`src/rtl/bwt_pkg.sv`:
```
// Shared types and default sizes for the streaming BWT core.
package bwt_pkg;

    localparam int SYM_W_DEF   = 8;
    localparam int MAX_LEN_DEF = 128;

    // Drain-side sequencing: wait for a full bank, request a sort,
    // stream the SA indices, then wait for the last output beat.
    typedef enum logic [1:0] {
        ST_IDLE   = 2'd0,
        ST_REQ    = 2'd1,
        ST_STREAM = 2'd2,
        ST_DONE   = 2'd3
    } drain_st_e;

endpackage

```
`src/rtl/bwt_bank_buf.sv`:
```
// Ping-pong block storage: two banks of MAX_LEN symbols with per-bank
// length and full flags, one write port, one random read port and a
// flat view of the selected bank for the external sorter.
module bwt_bank_buf
    import bwt_pkg::*;
#(
    parameter int SYM_W   = SYM_W_DEF,
    parameter int MAX_LEN = MAX_LEN_DEF,
    parameter int IDX_W   = $clog2(MAX_LEN),
    parameter int LEN_W   = $clog2(MAX_LEN + 1)
) (
    input  logic                     clk_i,
    input  logic                     rst_ni,
    input  logic                     wr_en_i,
    input  logic                     wr_bank_i,
    input  logic [IDX_W-1:0]         wr_addr_i,
    input  logic [SYM_W-1:0]         wr_data_i,
    input  logic                     close_i,
    input  logic [LEN_W-1:0]         close_len_i,
    input  logic                     release_i,
    input  logic                     rel_bank_i,
    input  logic                     rd_bank_i,
    input  logic [IDX_W-1:0]         rd_addr_i,
    output logic [SYM_W-1:0]         rd_data_o,
    output logic [MAX_LEN*SYM_W-1:0] flat_o,
    output logic [LEN_W-1:0]         rd_len_o,
    output logic [1:0]               full_o
);

    logic [SYM_W-1:0] mem_q [2][MAX_LEN];
    logic [LEN_W-1:0] len_q [2];
    logic [1:0]       full_q;

    // Symbol storage; contents need no reset since full flags gate use.
    always_ff @(posedge clk_i) begin
        if (wr_en_i) begin
            mem_q[wr_bank_i][wr_addr_i] <= wr_data_i;
        end
    end

    // Per-bank bookkeeping; close and release always target different banks.
    always_ff @(posedge clk_i or negedge rst_ni) begin
        if (!rst_ni) begin
            full_q   <= 2'b00;
            len_q[0] <= {LEN_W{1'b0}};
            len_q[1] <= {LEN_W{1'b0}};
        end else begin
            for (int b = 0; b < 2; b++) begin
                if (close_i && (wr_bank_i == b[0])) begin
                    full_q[b] <= 1'b1;
                    len_q[b]  <= close_len_i;
                end else if (release_i && (rel_bank_i == b[0])) begin
                    full_q[b] <= 1'b0;
                end
            end
        end
    end

    for (genvar i = 0; i < MAX_LEN; i++) begin : g_flat
        assign flat_o[i*SYM_W +: SYM_W] = mem_q[rd_bank_i][i];
    end

    assign rd_data_o = mem_q[rd_bank_i][rd_addr_i];
    assign rd_len_o  = len_q[rd_bank_i];
    assign full_o    = full_q;

endmodule

```
`src/rtl/bwt_stream_core.sv`:
```
// Streaming BWT: loads variable-length blocks into ping-pong banks,
// requests an external suffix sort per block and turns the returned
// SA index stream into BWT symbols plus the primary index.
module bwt_stream_core
    import bwt_pkg::*;
#(
    parameter int SYM_W   = SYM_W_DEF,
    parameter int MAX_LEN = MAX_LEN_DEF,
    parameter int IDX_W   = $clog2(MAX_LEN),
    parameter int LEN_W   = $clog2(MAX_LEN + 1)
) (
    input  logic                     clk,
    input  logic                     rst_n,
    input  logic                     in_valid,
    output logic                     in_ready,
    input  logic [SYM_W-1:0]         in_data,
    input  logic                     in_last,
    output logic                     sort_start,
    output logic [LEN_W-1:0]         sort_len,
    output logic [MAX_LEN*SYM_W-1:0] sort_str,
    input  logic                     sa_valid,
    output logic                     sa_ready,
    input  logic [IDX_W-1:0]         sa_idx,
    output logic                     out_valid,
    input  logic                     out_ready,
    output logic [SYM_W-1:0]         out_data,
    output logic                     out_last,
    output logic [IDX_W-1:0]         out_primary,
    output logic                     err
);

    logic             wr_bank_q, wr_bank_d;
    logic [IDX_W-1:0] wr_cnt_q, wr_cnt_d;
    logic             in_ready_q, in_ready_d;

    drain_st_e        state_q;
    logic             rd_bank_q;
    logic [IDX_W-1:0] k_q, prim_q;
    logic             sort_start_q;
    logic [LEN_W-1:0] sort_len_q;
    logic             out_valid_q, out_last_q, err_q;
    logic [SYM_W-1:0] out_data_q;
    logic [IDX_W-1:0] out_primary_q;

    logic             acc_s, close_s, release_s;
    logic [LEN_W-1:0] close_len_s, rd_len_s;
    logic [1:0]       full_s, full_nxt_s;
    logic             sa_ready_s, sa_hs_s, idx_bad_s, beat_last_s;
    logic [IDX_W-1:0] last_idx_s, rd_addr_s;
    logic [SYM_W-1:0] rd_data_s;

    assign acc_s       = in_valid && in_ready_q;
    assign close_s     = acc_s && (in_last || (wr_cnt_q == IDX_W'(MAX_LEN - 1)));
    assign close_len_s = LEN_W'(wr_cnt_q) + LEN_W'(1'b1);
    assign release_s   = (state_q == ST_DONE) && out_valid_q && out_ready && out_last_q;

    bwt_bank_buf #(
        .SYM_W  (SYM_W),
        .MAX_LEN(MAX_LEN),
        .IDX_W  (IDX_W),
        .LEN_W  (LEN_W)
    ) u_buf (
        .clk_i      (clk),
        .rst_ni     (rst_n),
        .wr_en_i    (acc_s),
        .wr_bank_i  (wr_bank_q),
        .wr_addr_i  (wr_cnt_q),
        .wr_data_i  (in_data),
        .close_i    (close_s),
        .close_len_i(close_len_s),
        .release_i  (release_s),
        .rel_bank_i (rd_bank_q),
        .rd_bank_i  (rd_bank_q),
        .rd_addr_i  (rd_addr_s),
        .rd_data_o  (rd_data_s),
        .flat_o     (sort_str),
        .rd_len_o   (rd_len_s),
        .full_o     (full_s)
    );

    // Load-side next state; in_ready is registered from next-cycle bank occupancy.
    always_comb begin
        full_nxt_s = full_s;
        if (release_s) begin
            full_nxt_s[rd_bank_q] = 1'b0;
        end else begin
            full_nxt_s[rd_bank_q] = full_s[rd_bank_q];
        end
        if (close_s) begin
            full_nxt_s[wr_bank_q] = 1'b1;
            wr_bank_d             = ~wr_bank_q;
            wr_cnt_d              = {IDX_W{1'b0}};
        end else if (acc_s) begin
            wr_bank_d = wr_bank_q;
            wr_cnt_d  = wr_cnt_q + IDX_W'(1'b1);
        end else begin
            wr_bank_d = wr_bank_q;
            wr_cnt_d  = wr_cnt_q;
        end
        in_ready_d = !full_nxt_s[wr_bank_d];
    end

    // Load-side registers.
    always_ff @(posedge clk or negedge rst_n) begin
        if (!rst_n) begin
            wr_bank_q  <= 1'b0;
            wr_cnt_q   <= {IDX_W{1'b0}};
            in_ready_q <= 1'b0;
        end else begin
            wr_bank_q  <= wr_bank_d;
            wr_cnt_q   <= wr_cnt_d;
            in_ready_q <= in_ready_d;
        end
    end

    // SA index to source address; out-of-range indices read as index 0.
    always_comb begin
        sa_ready_s  = (state_q == ST_STREAM) && (!out_valid_q || out_ready);
        sa_hs_s     = sa_valid && sa_ready_s;
        idx_bad_s   = (LEN_W'(sa_idx) >= sort_len_q);
        last_idx_s  = IDX_W'(sort_len_q - LEN_W'(1'b1));
        beat_last_s = (k_q == last_idx_s);
        if (idx_bad_s || (sa_idx == {IDX_W{1'b0}})) begin
            rd_addr_s = last_idx_s;
        end else begin
            rd_addr_s = sa_idx - IDX_W'(1'b1);
        end
    end

    // Drain FSM with its registered outputs and 1-deep output stage.
    always_ff @(posedge clk or negedge rst_n) begin
        if (!rst_n) begin
            state_q       <= ST_IDLE;
            rd_bank_q     <= 1'b0;
            k_q           <= {IDX_W{1'b0}};
            prim_q        <= {IDX_W{1'b0}};
            sort_start_q  <= 1'b0;
            sort_len_q    <= {LEN_W{1'b0}};
            out_valid_q   <= 1'b0;
            out_last_q    <= 1'b0;
            out_data_q    <= {SYM_W{1'b0}};
            out_primary_q <= {IDX_W{1'b0}};
            err_q         <= 1'b0;
        end else begin
            case (state_q)
                ST_IDLE: begin
                    if (full_s[rd_bank_q]) begin
                        state_q      <= ST_REQ;
                        sort_start_q <= 1'b1;
                        sort_len_q   <= rd_len_s;
                    end
                end
                ST_REQ: begin
                    sort_start_q <= 1'b0;
                    k_q          <= {IDX_W{1'b0}};
                    prim_q       <= {IDX_W{1'b0}};
                    state_q      <= ST_STREAM;
                end
                ST_STREAM: begin
                    if (sa_hs_s) begin
                        k_q <= k_q + IDX_W'(1'b1);
                        if (sa_idx == {IDX_W{1'b0}}) begin
                            prim_q <= k_q;
                        end
                        if (beat_last_s) begin
                            state_q <= ST_DONE;
                        end
                    end
                end
                ST_DONE: begin
                    if (release_s) begin
                        rd_bank_q <= ~rd_bank_q;
                        state_q   <= ST_IDLE;
                    end
                end
                default: begin
                    state_q      <= ST_IDLE;
                    sort_start_q <= 1'b0;
                end
            endcase

            if (sa_hs_s) begin
                out_valid_q <= 1'b1;
                out_data_q  <= rd_data_s;
                out_last_q  <= beat_last_s;
                if (beat_last_s) begin
                    out_primary_q <= (sa_idx == {IDX_W{1'b0}}) ? k_q : prim_q;
                end else begin
                    out_primary_q <= {IDX_W{1'b0}};
                end
                if (idx_bad_s) begin
                    err_q <= 1'b1;
                end
            end else if (out_ready) begin
                out_valid_q <= 1'b0;
                out_last_q  <= 1'b0;
            end
        end
    end

    assign in_ready    = in_ready_q;
    assign sort_start  = sort_start_q;
    assign sort_len    = sort_len_q;
    assign sa_ready    = sa_ready_s;
    assign out_valid   = out_valid_q;
    assign out_data    = out_data_q;
    assign out_last    = out_last_q;
    assign out_primary = out_primary_q;
    assign err         = err_q;

endmodule

```
`config.mk`:
```
export PLATFORM = sky130hd
export DESIGN_NAME = bwt_stream_core
export DESIGN_NICKNAME = d
export VERILOG_FILES = /design/src/rtl/bwt_pkg.sv /design/src/rtl/bwt_bank_buf.sv /design/src/rtl/bwt_stream_core.sv
export SDC_FILE = /design/constraint.sdc
export NUM_CORES = 2
export LEC_CHECK = 0
export CORE_ASPECT_RATIO = 0.6
export CORE_MARGIN = 1
export CORE_UTILIZATION = 40
export CTS_CLUSTER_SIZE = 14
export DETAILED_ROUTE_END_ITERATION = 12
export HOLD_SLACK_MARGIN = 0.03
export SYNTH_ARGS = -nofsm -noshare
export SYNTH_HDL_FRONTEND = slang
export SYNTH_SLANG_ARGS = --single-unit
```
`constraint.sdc`:
```
create_clock -name clk -period 3.1 [get_ports clk]
set_input_delay 0.465 -clock clk [delete_from_list [all_inputs] [get_ports clk]]
set_output_delay 0.465 -clock clk [all_outputs]
set_load 0.1 [all_outputs]
```
[Word level (Yosys, flattened, before mapping)]
Memory sizes are Yosys's and may differ from the RTL's.
Cells that the tools add are included.
Storage, ports and cells
  bits in registers: 71
  RAM bits: 2048
  input bits: 21
  output and inout bits: 1053
  word-level logic and storage cells: 129
  memories: 1
Memory list
  u_buf.mem_q: words 2, width 1024, read ports 1, clocked after memory_dff 0, wr ports 1, line bwt_bank_buf.sv:30  | logic [SYM_W-1:0] mem_q [2][MAX_LEN];
Cells by class
  add/subtract/negate cells: 5
  $lt $le $gt $ge: 10
  equality and inequality tests: 9
  multiplexer cells: 45
  bitwise gates (word level): 8
  reduce and logical (&&, ||, !) cells: 33
Operator list (number)
  $mux 1024: 1
  $bmux 8 s7: 1
  $demux 8 s7: 1
  $mux 7: 7
  $mux 8: 6
  $pmux 7 s2: 2
  $ge 8x8->1 const B: 2
  $mux 1: 16
  $not 7->8: 2
  $add 7x1->7 const B: 2
  $logic_and 1x1->1: 14
  $sub 7x1->7 const B: 2
  $mux 2: 6
  $reduce_bool 2->1: 6
  $reduce_and 2->1: 5
  $add 7x1->8 const B: 1
  $ge 7x8->1: 1
  $lt 8x1->1 const B: 1
  $pmux 2 s4: 1
  $eq 7x7->1: 1
  $eq 7x7->1 const B: 1
  $logic_not 7->1: 1
  $lt 1x2->1 const B: 3
  $ne 2x2->1 const B: 3
  17 further kinds: 24

[Longest topological paths before layout]
  depth after elaboration: 12
  mapped depth: 18
  mapped depth without buffers: 11

[Modules after synthesis]
A second synthesis with hierarchy kept.
Unflattened totals
  cells, all modules: 5118
  area total of the unflattened synthesis: 91305.1 µm²
By module, submodules not included
  bwt_bank_buf: instances 1, cells an instance 4821, area each 88338.5 µm², sequential area each 61949.4 µm²
  bwt_stream_core: instances 1, cells an instance 297, area each 2966.6 µm², sequential area each 1326.3 µm²

[Worst setup path after synthesis]
OpenSTA, ideal clock, no wires.
  path kind: input port to flip-flop
  start point: input port sa_idx[0]
  end point: register out_data_q[0] (netlist: out_data[0])
  setup time: 139 ps
  arrival: 4103 ps
  required time: 2961 ps
  setup slack: -1142 ps
  stages: 16
  path buffers: 5
  cells stage by stage: inv_1 clkbuf_1 clkbuf_1 clkbuf_1 ha_1 nand2b_1 a2111o_1 a21o_1 buf_6 or4b_4 a211oi_4 buf_6 a222oi_1 nand4_1 and4_1 o221ai_1
Between the ends
  longest elaborated chain between the ends: 7
  elaborated cells between the ends (all ways): 9
  classes of those cells: add/sub (1); order compare (1); mux (4); bitwise (1); reduce/logical (2)
Ends and longest elaborated chain
  start: declaration: line bwt_stream_core.sv:23  | input logic [IDX_W-1:0] sa_idx,
  $ge 7x8->1 or $logic_not 7->1 (tied branches): line bwt_stream_core.sv:120, bwt_stream_core.sv:123
  $logic_or 1x1->1: line bwt_stream_core.sv:123  | if (idx_bad_s || (sa_idx == {IDX_W{1'b0}})) begin
  $mux 7 (*): line bwt_stream_core.sv:123
  $not 7->8 (not written as such) (*): line bwt_bank_buf.sv:63  | assign rd_data_o = mem_q[rd_bank_i][rd_addr_i];
  $bmux 8 s7 (*): line bwt_bank_buf.sv:63
  $mux 8 (not written as such) (*) (2 in a row): line bwt_bank_buf.sv:63
  end signal: assignment: line bwt_stream_core.sv:141  | out_data_q <= {SYM_W{1'b0}};
  end signal: assignment: line bwt_stream_core.sv:184  | out_data_q <= rd_data_s;
  end: declaration: line bwt_stream_core.sv:42  | logic [SYM_W-1:0] out_data_q;
Every way passes the cells marked *; elsewhere a longest branch is shown, timed or not. The select of a mux whose other input is x is not followed.
A chain may end at the register's enable or synchronous reset.

[Final worst setup path]
  start point: register sort_len_q[0] (netlist: sort_len[0])
  end point: register out_data_q[0] (netlist: out_data[0])
Between the ends
  longest elaborated chain between the ends: 7
  elaborated cells between the ends (all ways): 8
  classes of those cells: add/sub (1); order compare (1); mux (4); bitwise (1); reduce/logical (1)
Ends and longest elaborated chain
  start: declaration: line bwt_stream_core.sv:40  | logic [LEN_W-1:0] sort_len_q;
  start signal: assignment: line bwt_stream_core.sv:138  | sort_len_q <= {LEN_W{1'b0}};
  start signal: assignment: line bwt_stream_core.sv:150  | sort_len_q <= rd_len_s;
  $ge 7x8->1: line bwt_stream_core.sv:120  | idx_bad_s = (LEN_W'(sa_idx) >= sort_len_q);
  $logic_or 1x1->1: line bwt_stream_core.sv:123
  $mux 7 (*): line bwt_stream_core.sv:123
  $not 7->8 (not written as such) (*): line bwt_bank_buf.sv:63
  $bmux 8 s7 (*): line bwt_bank_buf.sv:63
  $mux 8 (not written as such) (*) (2 in a row): line bwt_bank_buf.sv:63
Marks and branches as above.

==> qor.txt <==
outcome -> finished, violations left
failing checks -> setup timing
port bufs -> 1073
static leakage -> 48.3 nW
synthesized instance count -> 5254
I/O Pins -> 1074
nets -> 7282
final core occ -> 59.4%
Min Hold Slack -> 220 ps
WL final -> 391000 µm
critical path arrival -> 5070 ps
vias in the first global route -> 59472
largest net degree at the start of global routing -> 76
first-pass GRT wire length -> 514000 µm
via density per instance -> 6.08
Syn Nets -> 5294
clk root buf -> clkbuf_16
layout cells sized above 1 -> 46.8%
Reg2Reg Setup Slack -> -1200 ps
Worst R2R Path Depth -> 16
Slew headroom -> 31.4%
Mean Syn Cell Area -> 16.9 µm²
antenna violations before repair -> 18
Initial Utilization -> 40.4%
Tightest Pin Transition -> 1030 ps
Crit Reg-Reg Startpoint -> sort_len[0]
Hold Violations, Final -> 0
Synth Flop Type -> edfxtp_1
num rows -> 133
Worst Skew -> 46.5 ps
most used cell, CP -> buf_4
WL/cell -> 38.0 µm
final worst slack -> -1200 ps
Overflow after GRT -> 0
post-synth cell types -> 54
detailed-route via count -> 62635
DRC viols -> 0
gpl congestion -> 1.08
TNS Setup -> -16430 ps
critical path class -> reg2reg
fmax -> 0.232 GHz
Max FO, Critical Path -> 6
Post-Layout Cell Count -> 10305
fill count -> 16226
startpoint types -> flip-flop
Die Wd -> 610 µm
Setup-failing EPs final -> 139
Final Max Slew Viols -> 0
total die area -> 223000 µm²
Tmin final -> 4300 ps
Worst EP required -> 3870 ps
# clock sinks -> 2119
Layout area overhead -> 47.1%
share of flip-flops with an asynchronous set or reset -> 3.35%
Worst setup startpoint -> sort_len[0]
min-delay worst type -> in2async
dpl hpwl -> 286000 µm
Mapped Area -> 88600 µm²
period utilization -> 139%
initial DRC count -> 9891
pwr/cell area -> 464 nW/µm²
RSZ-0062 raised after global routing -> true
CP max-delay cell -> o211ai_1
Clk Latency, worst-skew pair -> 870 ps
Place WS -> -1860 ps
Total GRT Usage -> 33.6%
cts bufs inserted -> 202
CTS clk-pin slew, worst paths -> 80 ps
core area -> 219000 µm²
Max Root-Sink Buffers -> 4
Post-synth EDFFs -> 2048
die height -> 367 µm
sequential area share after synthesis -> 71.4%
H-tree levels -> 4
DP Cell Count -> 9775
first-pass iteration count of the detailed router -> 12
max-cap viol count -> 0
maximum vdd ir drop -> 0.425 mV
crit-path max cell delay -> 610 ps
yosys warns -> 0
crit path capture type -> flip-flop
Synth Register Bits -> 2119
crit-path cells -> ha_4 > nand2b_4 > a2111o_1 > a21o_4 > o31a_4 > buf_4 > buf_12 > buf_16 > buf_16 > buf_4 > mux2i_1 > o211ai_1 > nand4_1 > buf_4 > and4_1 > o221ai_1
Worst R2R End -> out_data[0]
CTS tree -> yes
Final ANT Viol Nets -> 0
==> placed cells by master, fill, tap and decap left out, drive strengths merged, types with 19 or more instances in the layout <==
master and instances:
buf 2098, edfxtp 2048, mux2 901, mux2i 530, nor2 290, clkbuf 279
inv 151, o221ai 136, o211ai 130, o311ai 129, nand2 87, clkinv 85
a21oi 81, nand4 73, dfrtp 71, a222oi 64, o21ai 41, nand3 33
ha 19
==> where the power goes <==
group	internal, mW	switching (mW)	total (mW)
clock	13.1	10.9	24.0
combinational	1.42	3.29	4.72
sequential	31.6	0.255	31.8
total	46.1	14.4	60.5
==> logic make-up after synthesis <==
logic type	synth area share, %
XOR/XNOR	0.257
AND/OR/NAND/NOR	2.83
AO/OA/AOI/OAI	5.39
flip-flops	71.4
buffers and inverters	2.38
adder cells (fa/ha/maj)	0.268
multiplexers	17.4
==> worst max-delay path: cells and delay by family (launching register included) <==
| family | cells | cell delay (ps) |
|---|---|---|
| AOI/OAI and AO/OA | 5 | 1750 |
| adders and majority gates | 1 | 210 |
| buffers and inverters | 6 | 970 |
| DFF | 1 | 430 |
| muxes | 1 | 170 |
| and+or+nand+nor | 3 | 720 |
==> state kept, by name, indices dropped and copies added, names as in the netlist, 2 cells and up <==
signal and cells:
out_primary 7, u_buf.mem_q 2048, wr_cnt_q 7, u_buf.len_q 16, prim_q 7, k_q 7
state_q 2, out_data 8, u_buf.full_o 2, sort_len 8
==> final cells by class <==
cell class              count  area (µm²)  share of cell area (%)
flip-flops and latches   2119       63300                    48.6
repair buffers           2146       31600                    24.3
multi-input cells        2626       25000                    19.2
clock buffers             251        5360                    4.12
well taps                2902        3630                    2.79
clock inverters           105         786                   0.603
inverters                 147         579                   0.445
diodes                      9        22.5                  0.0173
==> metrics by stage <==
step	power (mW)	instance area, µm²
after global placement	36.8	119000
final	60.5	130000
after floorplan	34.2	88700
after CTS	60.4	128000
after global routing	61.7	130000
after detailed placement	36.9	119000
==> synth_stat cells (8+ instances only) <==
cell	instances	area share, %
and4_1	17	0.17
nand4_1	73	0.52
buf_2	66	0.37
clkbuf_1	256	1.1
dfrtp_1	71	2.0
o311ai_0	119	1.2
nand3_1	33	0.19
inv_1	147	0.62
a222oi_1	64	0.72
nand2b_1	8	0.057
nand2_1	87	0.37
a21oi_1	81	0.46
mux2_2	901	11
edfxtp_1	2048	69
o221ai_1	136	1.3
buf_1	17	0.072
o311ai_1	10	0.099
o211ai_1	130	1.1
o21ai_0	39	0.22
nor3_1	10	0.057
buf_6	8	0.10
xnor2_1	17	0.17
mux2i_1	530	6.0
xor2_1	9	0.089
nor2_1	290	1.2
buf_4	15	0.13
ha_1	19	0.27
nor2b_1	11	0.078
==> routing by layer <==
layer | up-vias | GRT usage, % | routed length [µm]
met5 | - | 0 | 57
met4 | 10 | 19.7 | 27200
met3 | 935 | 8.01 | 42800
met2 | 4705 | 52.9 | 180000
met1 | 32085 | 42.4 | 141000
li1 | 24900 | - | -
==> how the worst max path moves through the flow <==
stage                  end  slack (ps)
2_1_floorplan  out_data[0]        -650
3_3_place_gp   out_data[2]       -1880
3_5_place_dp   out_data[2]       -1860
4_1_cts        out_data[4]       -1040
5_1_grt        out_data[4]       -1180
6_report       out_data[0]       -1200
==> repair_timing <==
action,4_1_cts,5_1_grt
pin swaps,24,18
endpoints found under the hold margin,26,0
gates cloned,31,22
endpoints found under the setup margin,324,364
resized for setup,347,321
buffers inserted,72,64
hold buffers,1,0
Power figures use the tool's default switching activity.
